===== config.mk =====
export PLATFORM = sky130hd
export DESIGN_NAME = vector_mem_stage
export DESIGN_NICKNAME = d
export VERILOG_FILES = /design/src/rtl/vector_mem_stage.sv
export SDC_FILE = /design/constraint.sdc
export NUM_CORES = 1
export LEC_CHECK = 0
export ABC_AREA = 1
export CAP_MARGIN = 20
export CORE_UTILIZATION = 50
export DETAILED_ROUTE_END_ITERATION = 12
export GPL_ROUTABILITY_DRIVEN = 0
export GPL_TIMING_DRIVEN = 0
export PLACE_DENSITY_LB_ADDON = 0.12
export SLEW_MARGIN = 20
export SYNTH_ARGS = -nofsm -noshare
export SYNTH_HDL_FRONTEND = slang
export SYNTH_SLANG_ARGS = --single-unit

===== constraint.sdc =====
create_clock -name clk -period 11.8 [get_ports clk]
set_input_delay 1.77 -clock clk [delete_from_list [all_inputs] [get_ports clk]]
set_output_delay 1.77 -clock clk [all_outputs]
set_load 0.01 [all_outputs]

===== src/rtl/vector_mem_stage.sv =====
// Memory-access stage: captures the Execute result, runs scalar or two-beat vector
// loads/stores over a 32-bit req/ack port, and emits one registered retire record per instruction.
module vector_mem_stage #(
    parameter int DATA_WIDTH  = 19,
    parameter int WIDTH       = 8,
    parameter int VECTOR_SIZE = 8,
    parameter int ADDR_WIDTH  = 10,
    parameter int REG_ADDR    = 5
) (
    input  logic                            clk,
    input  logic                            reset,
    input  logic                            in_valid,
    output logic                            in_ready,
    input  logic [WIDTH*VECTOR_SIZE-1:0]    in_result,
    input  logic [WIDTH*VECTOR_SIZE-1:0]    in_store_data,
    input  logic                            in_mem_read,
    input  logic                            in_mem_write,
    input  logic                            in_is_vector,
    input  logic                            in_reg_write,
    input  logic [REG_ADDR-1:0]             in_dest,
    input  logic [3:0]                      in_flags,
    output logic                            mem_req,
    output logic                            mem_we,
    output logic [ADDR_WIDTH-1:0]           mem_addr,
    output logic [31:0]                     mem_wdata,
    input  logic [31:0]                     mem_rdata,
    input  logic                            mem_ack,
    output logic                            wb_valid,
    output logic [WIDTH*VECTOR_SIZE-1:0]    wb_data,
    output logic                            wb_reg_write,
    output logic                            wb_is_vector,
    output logic [REG_ADDR-1:0]             wb_dest,
    output logic [3:0]                      wb_flags
);

    localparam int VecBits = WIDTH * VECTOR_SIZE;
    localparam int Half    = VecBits / 2;

    typedef enum logic [1:0] {
        IDLE  = 2'd0,
        BEAT0 = 2'd1,
        BEAT1 = 2'd2
    } stateT;

    stateT state, stateNext;

    logic [VecBits-1:0]    capResult;
    logic [VecBits-1:0]    capStore;
    logic [ADDR_WIDTH-1:0] capAddr;
    logic                  capWrite;
    logic                  capVector;
    logic                  capRegWrite;
    logic [REG_ADDR-1:0]   capDest;
    logic [3:0]            capFlags;
    logic [Half-1:0]       lowBeat;

    logic                  accept;
    logic                  memOpIn;
    logic                  retireNow;
    logic [VecBits-1:0]    retireData;
    logic                  retireRegWrite;
    logic                  retireVector;
    logic [REG_ADDR-1:0]   retireDest;
    logic [3:0]            retireFlags;

    always_ff @(posedge clk or posedge reset) begin
        if (reset) state <= IDLE;
        else       state <= stateNext;
    end

    always_comb begin
        stateNext = state;
        in_ready  = (state == IDLE);
        accept    = in_valid && (state == IDLE);
        memOpIn   = in_mem_read || in_mem_write;
        unique case (state)
            IDLE:    if (accept && memOpIn) stateNext = BEAT0;
            BEAT0:   if (mem_ack) stateNext = capVector ? BEAT1 : IDLE;
            BEAT1:   if (mem_ack) stateNext = IDLE;
            default: stateNext = IDLE;
        endcase
    end

    // Non-mem instructions retire straight from the inputs; mem ops retire from captured state.
    always_comb begin
        retireNow      = 1'b0;
        retireData     = capResult;
        retireRegWrite = capRegWrite && !capWrite;
        retireVector   = capVector;
        retireDest     = capDest;
        retireFlags    = capFlags;
        unique case (state)
            IDLE: begin
                if (accept && !memOpIn) begin
                    retireNow      = 1'b1;
                    retireData     = in_result;
                    retireRegWrite = in_reg_write;
                    retireVector   = in_is_vector;
                    retireDest     = in_dest;
                    retireFlags    = in_flags;
                end
            end
            BEAT0: begin
                if (mem_ack && !capVector) begin
                    retireNow = 1'b1;
                    if (!capWrite)
                        retireData = {{(VecBits-DATA_WIDTH){1'b0}}, mem_rdata[DATA_WIDTH-1:0]};
                end
            end
            BEAT1: begin
                if (mem_ack) begin
                    retireNow = 1'b1;
                    if (!capWrite) retireData = {mem_rdata, lowBeat};
                end
            end
            default: ;
        endcase
    end

    always_ff @(posedge clk or posedge reset) begin
        if (reset) begin
            capResult    <= '0;
            capStore     <= '0;
            capAddr      <= '0;
            capWrite     <= 1'b0;
            capVector    <= 1'b0;
            capRegWrite  <= 1'b0;
            capDest      <= '0;
            capFlags     <= '0;
            lowBeat      <= '0;
            mem_req      <= 1'b0;
            mem_we       <= 1'b0;
            mem_addr     <= '0;
            mem_wdata    <= '0;
        end else begin
            unique case (state)
                IDLE: begin
                    if (accept) begin
                        capResult   <= in_result;
                        capStore    <= in_store_data;
                        capAddr     <= in_result[ADDR_WIDTH-1:0];
                        capWrite    <= in_mem_write;
                        capVector   <= in_is_vector;
                        capRegWrite <= in_reg_write;
                        capDest     <= in_dest;
                        capFlags    <= in_flags;
                        if (memOpIn) begin
                            mem_req   <= 1'b1;
                            mem_we    <= in_mem_write;
                            mem_addr  <= in_result[ADDR_WIDTH-1:0];
                            mem_wdata <= in_is_vector ? in_store_data[Half-1:0]
                                       : {{(Half-DATA_WIDTH){1'b0}}, in_store_data[DATA_WIDTH-1:0]};
                        end
                    end
                end
                BEAT0: begin
                    if (mem_ack) begin
                        if (capVector) begin
                            lowBeat   <= mem_rdata;
                            mem_addr  <= capAddr + 1'b1;
                            mem_wdata <= capStore[VecBits-1:Half];
                        end else begin
                            mem_req <= 1'b0;
                            mem_we  <= 1'b0;
                        end
                    end
                end
                BEAT1: begin
                    if (mem_ack) begin
                        mem_req <= 1'b0;
                        mem_we  <= 1'b0;
                    end
                end
                default: ;
            endcase
        end
    end

    always_ff @(posedge clk or posedge reset) begin
        if (reset) begin
            wb_valid     <= 1'b0;
            wb_data      <= '0;
            wb_reg_write <= 1'b0;
            wb_is_vector <= 1'b0;
            wb_dest      <= '0;
            wb_flags     <= '0;
        end else begin
            wb_valid <= retireNow;
            if (retireNow) begin
                wb_data      <= retireData;
                wb_reg_write <= retireRegWrite;
                wb_is_vector <= retireVector;
                wb_dest      <= retireDest;
                wb_flags     <= retireFlags;
            end
        end
    end

endmodule


# After elaboration in Yosys (flattened, before gate mapping)
# Cells that the tools add are included.
op_classes:
  div_mod_pow: 0
  shift: 0
  multipliers: 0
  eq_ne: 9
  n_reduce_logical: 17
  n_lt_le_gt_ge: 0
  n_mux: 43
  addsub: 1
  bitwise: 0
ops:
  columns: ["operator", "count"]
  rows:
  - ["$mux W64", 5]
  - ["$pmux W64 S3", 1]
  - ["$mux W32", 5]
  - ["$pmux W32 S2", 1]
  - ["$mux W10", 4]
  - ["$pmux W10 S2", 1]
  - ["$mux W1", 14]
  - ["$add A10 B1 Y10 const B", 1]
  - ["$mux W5", 2]
  - ["$pmux W1 S3", 3]
  - ["$mux W2", 4]
  - ["$mux W4", 2]
  - ["$ne A2 B2 Y1 const B", 4]
  - ["$ne A2 B1 Y1 const B", 3]
  - ["$pmux W2 S3", 1]
  - ["$reduce_and A3 Y1", 2]
  - ["$reduce_and A6 Y1", 1]
  - ["$logic_and A1 B1 Y1", 5]
  - ["$reduce_and A5 Y1", 1]
  - ["$logic_not A1 Y1", 3]
  - ["$reduce_bool A3 Y1", 1]
  - ["$eq A2 B1 Y1 const B", 1]
  - ["$eq A2 B2 Y1 const B", 1]
  - ["$logic_not A2 Y1", 1]
  - ["other kinds (3)", 3]
totals:
  ff_bits: 304
  latchBits: 0
  wordCells: 90
  romBits: 0
  ramBits: 0
  n_memories: 0
  output_inout_bits: 121

# Logic depth before layout (Yosys ltp)
logic_depth:
  ltp_word: 5
  depth_mapped: 12

# Least setup slack after synthesis
# OpenSTA, ideal clock, no wires.
synth_path:
  path_type: "input to register"
  from: "input in_valid"
  to: "register wb_dest[4]"
  cell_stages: 8
  arrival_ps: 2674
  required_ps: 11683
  setup_ps: 117
  n_path_buf: 2
  setup_slack_ps: 9009
  path_cell_list: "nand2_2 > inv_4 > nand2_2 > buf_4 > clkbuf_1 > o21ai_0 > nand2_1 > nand2_1"
synth_via:
  elab_chain_len: 4
  word_cells_on_any_way: 6
synth_lines:
  columns: ["element", "line_no", "text"]
  rows:
  - ["from (decl)", "12", "input logic in_valid,"]
  - ["$logic_and A1 B1 Y1 *", "74", "accept = in_valid && (state == IDLE);"]
  - ["$logic_and A1 B1 Y1 *", "94", "if (accept && !memOpIn) begin"]
  - ["$mux W1 or $mux W5 (tied branches)", "94", null]
  - ["$pmux W1 S3 or $mux W5 (tied branches)", "92", "unique case (state)"]
  - ["to (signal assigned)", "193", "wb_dest <= retireDest;"]
  - ["to (decl)", "32", "output logic [REG_ADDR-1:0] wb_dest,"]
# Mark *: on every way between the ends. The rest lies on a longest branch, timed or not.
# A chain may end at the register's enable or synchronous reset.

# Worst setup path after layout
layout_path:
  from: "register state[0]"
  to: "output in_ready"
layout_via:
  elab_chain_len: 1
layout_lines:
  columns: ["element", "line_no", "text"]
  rows:
  - ["from (decl)", "45", "stateT state, stateNext;"]
  - ["from (signal assigned)", "68", "else state <= stateNext;"]
  - ["$logic_not A2 Y1", "73", "in_ready = (state == IDLE);"]
  - ["to (decl)", "13", "output logic in_ready,"]
# No other way between the ends.

==> implementation parameters <==
Parameter                              Value

Global route
  Total global routing overflow    0
  GRT Overall Usage    0.3271
  Pin count of the biggest net entering global routing    106
  First-pass GRT wire length    roughly 66000 µm
  Antenna violations before repair    2
  Vias in the first global route    approximately 12000

Timing
  Hold Slack    0.4800 ns
  Unrepaired setup endpoints after global routing    false
  Top achievable clock speed    ~270 MHz
  Tcrit/Tclk final    0.3169
  Setup-violating endpoint count in the final report    0
  Fin Clk Skew    ~0.0067 ns
  Actual transition at the worst max-transition pin    ~0.8 ns
  PnR worst setup slack    approximately 8.1 ns
  Worst slew margin    0.4620
  Final max-slew violation count    0
  Min Clock Period, post-route    roughly 3.7 ns
  Final count of hold timing violations    0

Critical path
  Crit path arrival time    roughly 2 ns
  Type of element launching the critical path    register
  Worst flop-to-flop path endpoint    capResult[24]
  Critical Path End Type    output port
  WP data required    around 10 ns
  Largest fanout of any net on the critical path    4
  R2R setup slack    9.29 ns
  Reg-to-reg startpoint    state[0]
  Kind of critical path    reg2out
  Number of cells traversed by the worst register-to-register path    7

Synth
  Synthesized instance count    1641
  Number of synthesis warnings    0
  Mean Syn Cell Area    around 7.7 µm²
  Share of the yosys chip area belonging to registers    0.5194
  Post-Syn Area    ~0.013 mm²
  Number of library cell types mapped by synthesis    28
  Net count of the mapped netlist    ~1800
  Synthesis-stage register bit count    approximately 260

Clock tree
  Clock tree from TritonCTS    done
  Clock latency of the later-clocked register in the worst-skew pair    between 0.5 and 0.6 ns
  Sinks on the clock net    262
  Htree depth    1
  Number of buffers inserted by post-CTS setup repair    0
  Clock input transition at the sequential cells of the worst setup and hold paths    0.06 ns
  Number of gates resized after cts    0
  Root buffer cell    sky130_fd_sc_hd__clkbuf_16
  Maximum buffer depth of the clock tree    3
  Number of hold buffers added after cts    0
  Number of buffers created by CTS    28

Job
  Max Cap Violations    0

Route
  Total DRC errors in the routed layout    0
  Pre-antenna DRT Iters    5
  Number of antenna-violating nets in the routed design    0
  Starting DRC count in detailed routing    approximately 1100
  Wire length per cell    18.26 µm
  Total routed wirelength    about 42000 µm
  Vias per std cell    around 5.4
  Via total after detailed routing    roughly 13000

Min path
  Startpoint of the most critical hold path    capStore[33]
  Endpoint of the worst hold path    capStore[33]
  Hold depth    2
  Worst hold-check path type    reg2reg

Floorplan
  Initial Util    0.5145
  Placeable Area    approximately 0.025 mm²
  Total Die Area    0.02589 mm²
  Boundary pin count    about 300
  Overall die width    160.9 µm
  Cell Rows    57
  Vertical extent of the die    about 160 µm

Finish
  Core occupancy in the finished layout    0.6954
  Fraction of layout instances using a drive strength above 1    0.06677
  Commonest non-fill, non-tap cell in the layout    sky130_fd_sc_hd__nand2_1
  Commonest cells after routing, fill and taps aside    sky130_fd_sc_hd__nand2_1, sky130_fd_sc_hd__clkdlybuf4s50_1, sky130_fd_sc_hd__dfrtp_1
  Area of the multi-input gates    0.005206 mm²
  Final Cell Area    ~0.017 mm²
  Nets    between 2000 and 2500
  Area growth, synth to finish    35.16%
  Finished Layout Cells    about 2300
  Layout filler cell count    ~2000
  Storage element area    0.006556 mm²

Status
  Outcome    completed

Placed design
  Post-DP Area    between 0.015 and 0.02 mm²
  HPWL after detailed placement    31050 µm
  Pre-CTS setup slack    approximately 7.9 ns
  Number of placed instances with taps included    2264
  Count of buffers from port buffering    just under 300

Power
  Leakage    0.008296 µW
  Peak supply drop    about 140 µV
  Power density normalized to cell area    about 280 mW/mm²
cells in the mapped netlist:
library cell	number	area (µm²)
sky130_fd_sc_hd__inv_4	1	6.260
sky130_fd_sc_hd__nand3_1	173	865.8
sky130_fd_sc_hd__mux2_2	22	247.7
sky130_fd_sc_hd__clkinv_1	1	3.750
sky130_fd_sc_hd__a21oi_1	83	415.4
sky130_fd_sc_hd__buf_1	9	33.78
sky130_fd_sc_hd__o21ai_0	94	470.5
sky130_fd_sc_hd__or2_1	1	6.260
sky130_fd_sc_hd__nand3b_1	2	15.01
sky130_fd_sc_hd__ha_1	6	75.07
sky130_fd_sc_hd__nor2_4	1	11.26
sky130_fd_sc_hd__buf_2	38	190.2
sky130_fd_sc_hd__nor2_2	1	6.260
sky130_fd_sc_hd__inv_1	98	367.9
sky130_fd_sc_hd__inv_2	6	22.52
sky130_fd_sc_hd__o31ai_1	20	150.1
sky130_fd_sc_hd__xor2_1	1	8.760
sky130_fd_sc_hd__nand2_2	4	25.02
sky130_fd_sc_hd__nand3_2	1	10.01
sky130_fd_sc_hd__clkbuf_1	44	165.2
sky130_fd_sc_hd__o211ai_1	3	22.52
sky130_fd_sc_hd__o21ai_1	12	60.06
sky130_fd_sc_hd__nor2_1	187	701.9
sky130_fd_sc_hd__buf_6	1	11.26
sky130_fd_sc_hd__nand4_1	2	12.51
sky130_fd_sc_hd__buf_4	8	60.06
sky130_fd_sc_hd__nand2_1	560	2102
sky130_fd_sc_hd__dfrtp_1	262	6556
stage by stage:
step                power [µW]  TNS (ns)
floorplan                 2814         0
global placement          3707   -146.10
detailed placement        3774         0
CTS                       4733         0
global route              5049         0
finish                    4745         0
worst max-delay path: stages (launching register included):
cell and delay [ns]:
sky130_fd_sc_hd__dfrtp_1 0.41, sky130_fd_sc_hd__inv_1 0.13, sky130_fd_sc_hd__ha_1 0.30, sky130_fd_sc_hd__clkdlybuf4s50_1 0.59
cell families (layout without fill, tap and decap cells):
family	Yosys count	count (layout)	share of synthesized area
AND/OR/NAND/NOR	932	932	0.2976
flip-flops	262	262	0.5194
AO/OA/AOI/OAI	212	212	0.08861
buffers and inverters	206	557	0.06819
multiplexers	22	22	0.01963
adder cells (fa/ha/maj)	6	6	0.005947
XOR/XNOR	1	1	0.0006940
other	0	1	0
cell type report:
| class | count | area share |
|---|---|---|
| flip-flops and latches | 262 | 0.3843 |
| multi-input cells | 1173 | 0.3051 |
| repair buffers | 299 | 0.1775 |
| clock buffers | 40 | 0.04847 |
| plain buffers | 100 | 0.02699 |
| inverters | 106 | 0.02391 |
| well taps | 324 | 0.02376 |
| clock inverters | 12 | 0.009827 |
| diodes | 1 | 0.0001467 |
report_power, final:
| group | switching, µW | internal (µW) | total [µW] |
|---|---|---|---|
| registers | 292 | 1340 | 1630 |
| logic | 1270 | 895 | 2170 |
| clock network | 375 | 574 | 949 |
| total | 1940 | 2810 | 4740 |
worst max path at each step:
| stage | startpoint | endpoint | slack [ns] | cells past startpoint |
|---|---|---|---|---|
| final | state[0] | in_ready | 8.06 | 3 |
| after global routing | state[0] | in_ready | 8.01 | 3 |
| after CTS | state[0] | in_ready | 8.02 | 3 |
| after detailed placement | in_valid | capFlags[0] | 7.87 | 6 |
| after global placement | reset | wb_data[15] | -0.59 | 2 |
| after floorplan | reset | capDest[0] | 2.82 | 1 |
per-layer routing:
layer,part of all wire,up-vias,track usage
li1,-,5878,-
met3,0.089,79,0.06508
met2,0.47,620,0.5372
met4,0.028,2,0.09949
met1,0.41,5927,0.4377
met5,0.00026,-,0
sequential cells by signal, summed over array words and instances, names as in the netlist, 2 cells and up:
signal     count
wb_flags       4
capResult     64
capStore      32
lowBeat       32
capDest        5
wb_dest        5
mem_addr      10
mem_wdata     32
state          2
capFlags       4
wb_data       64
(Power assumes the default switching activity.)
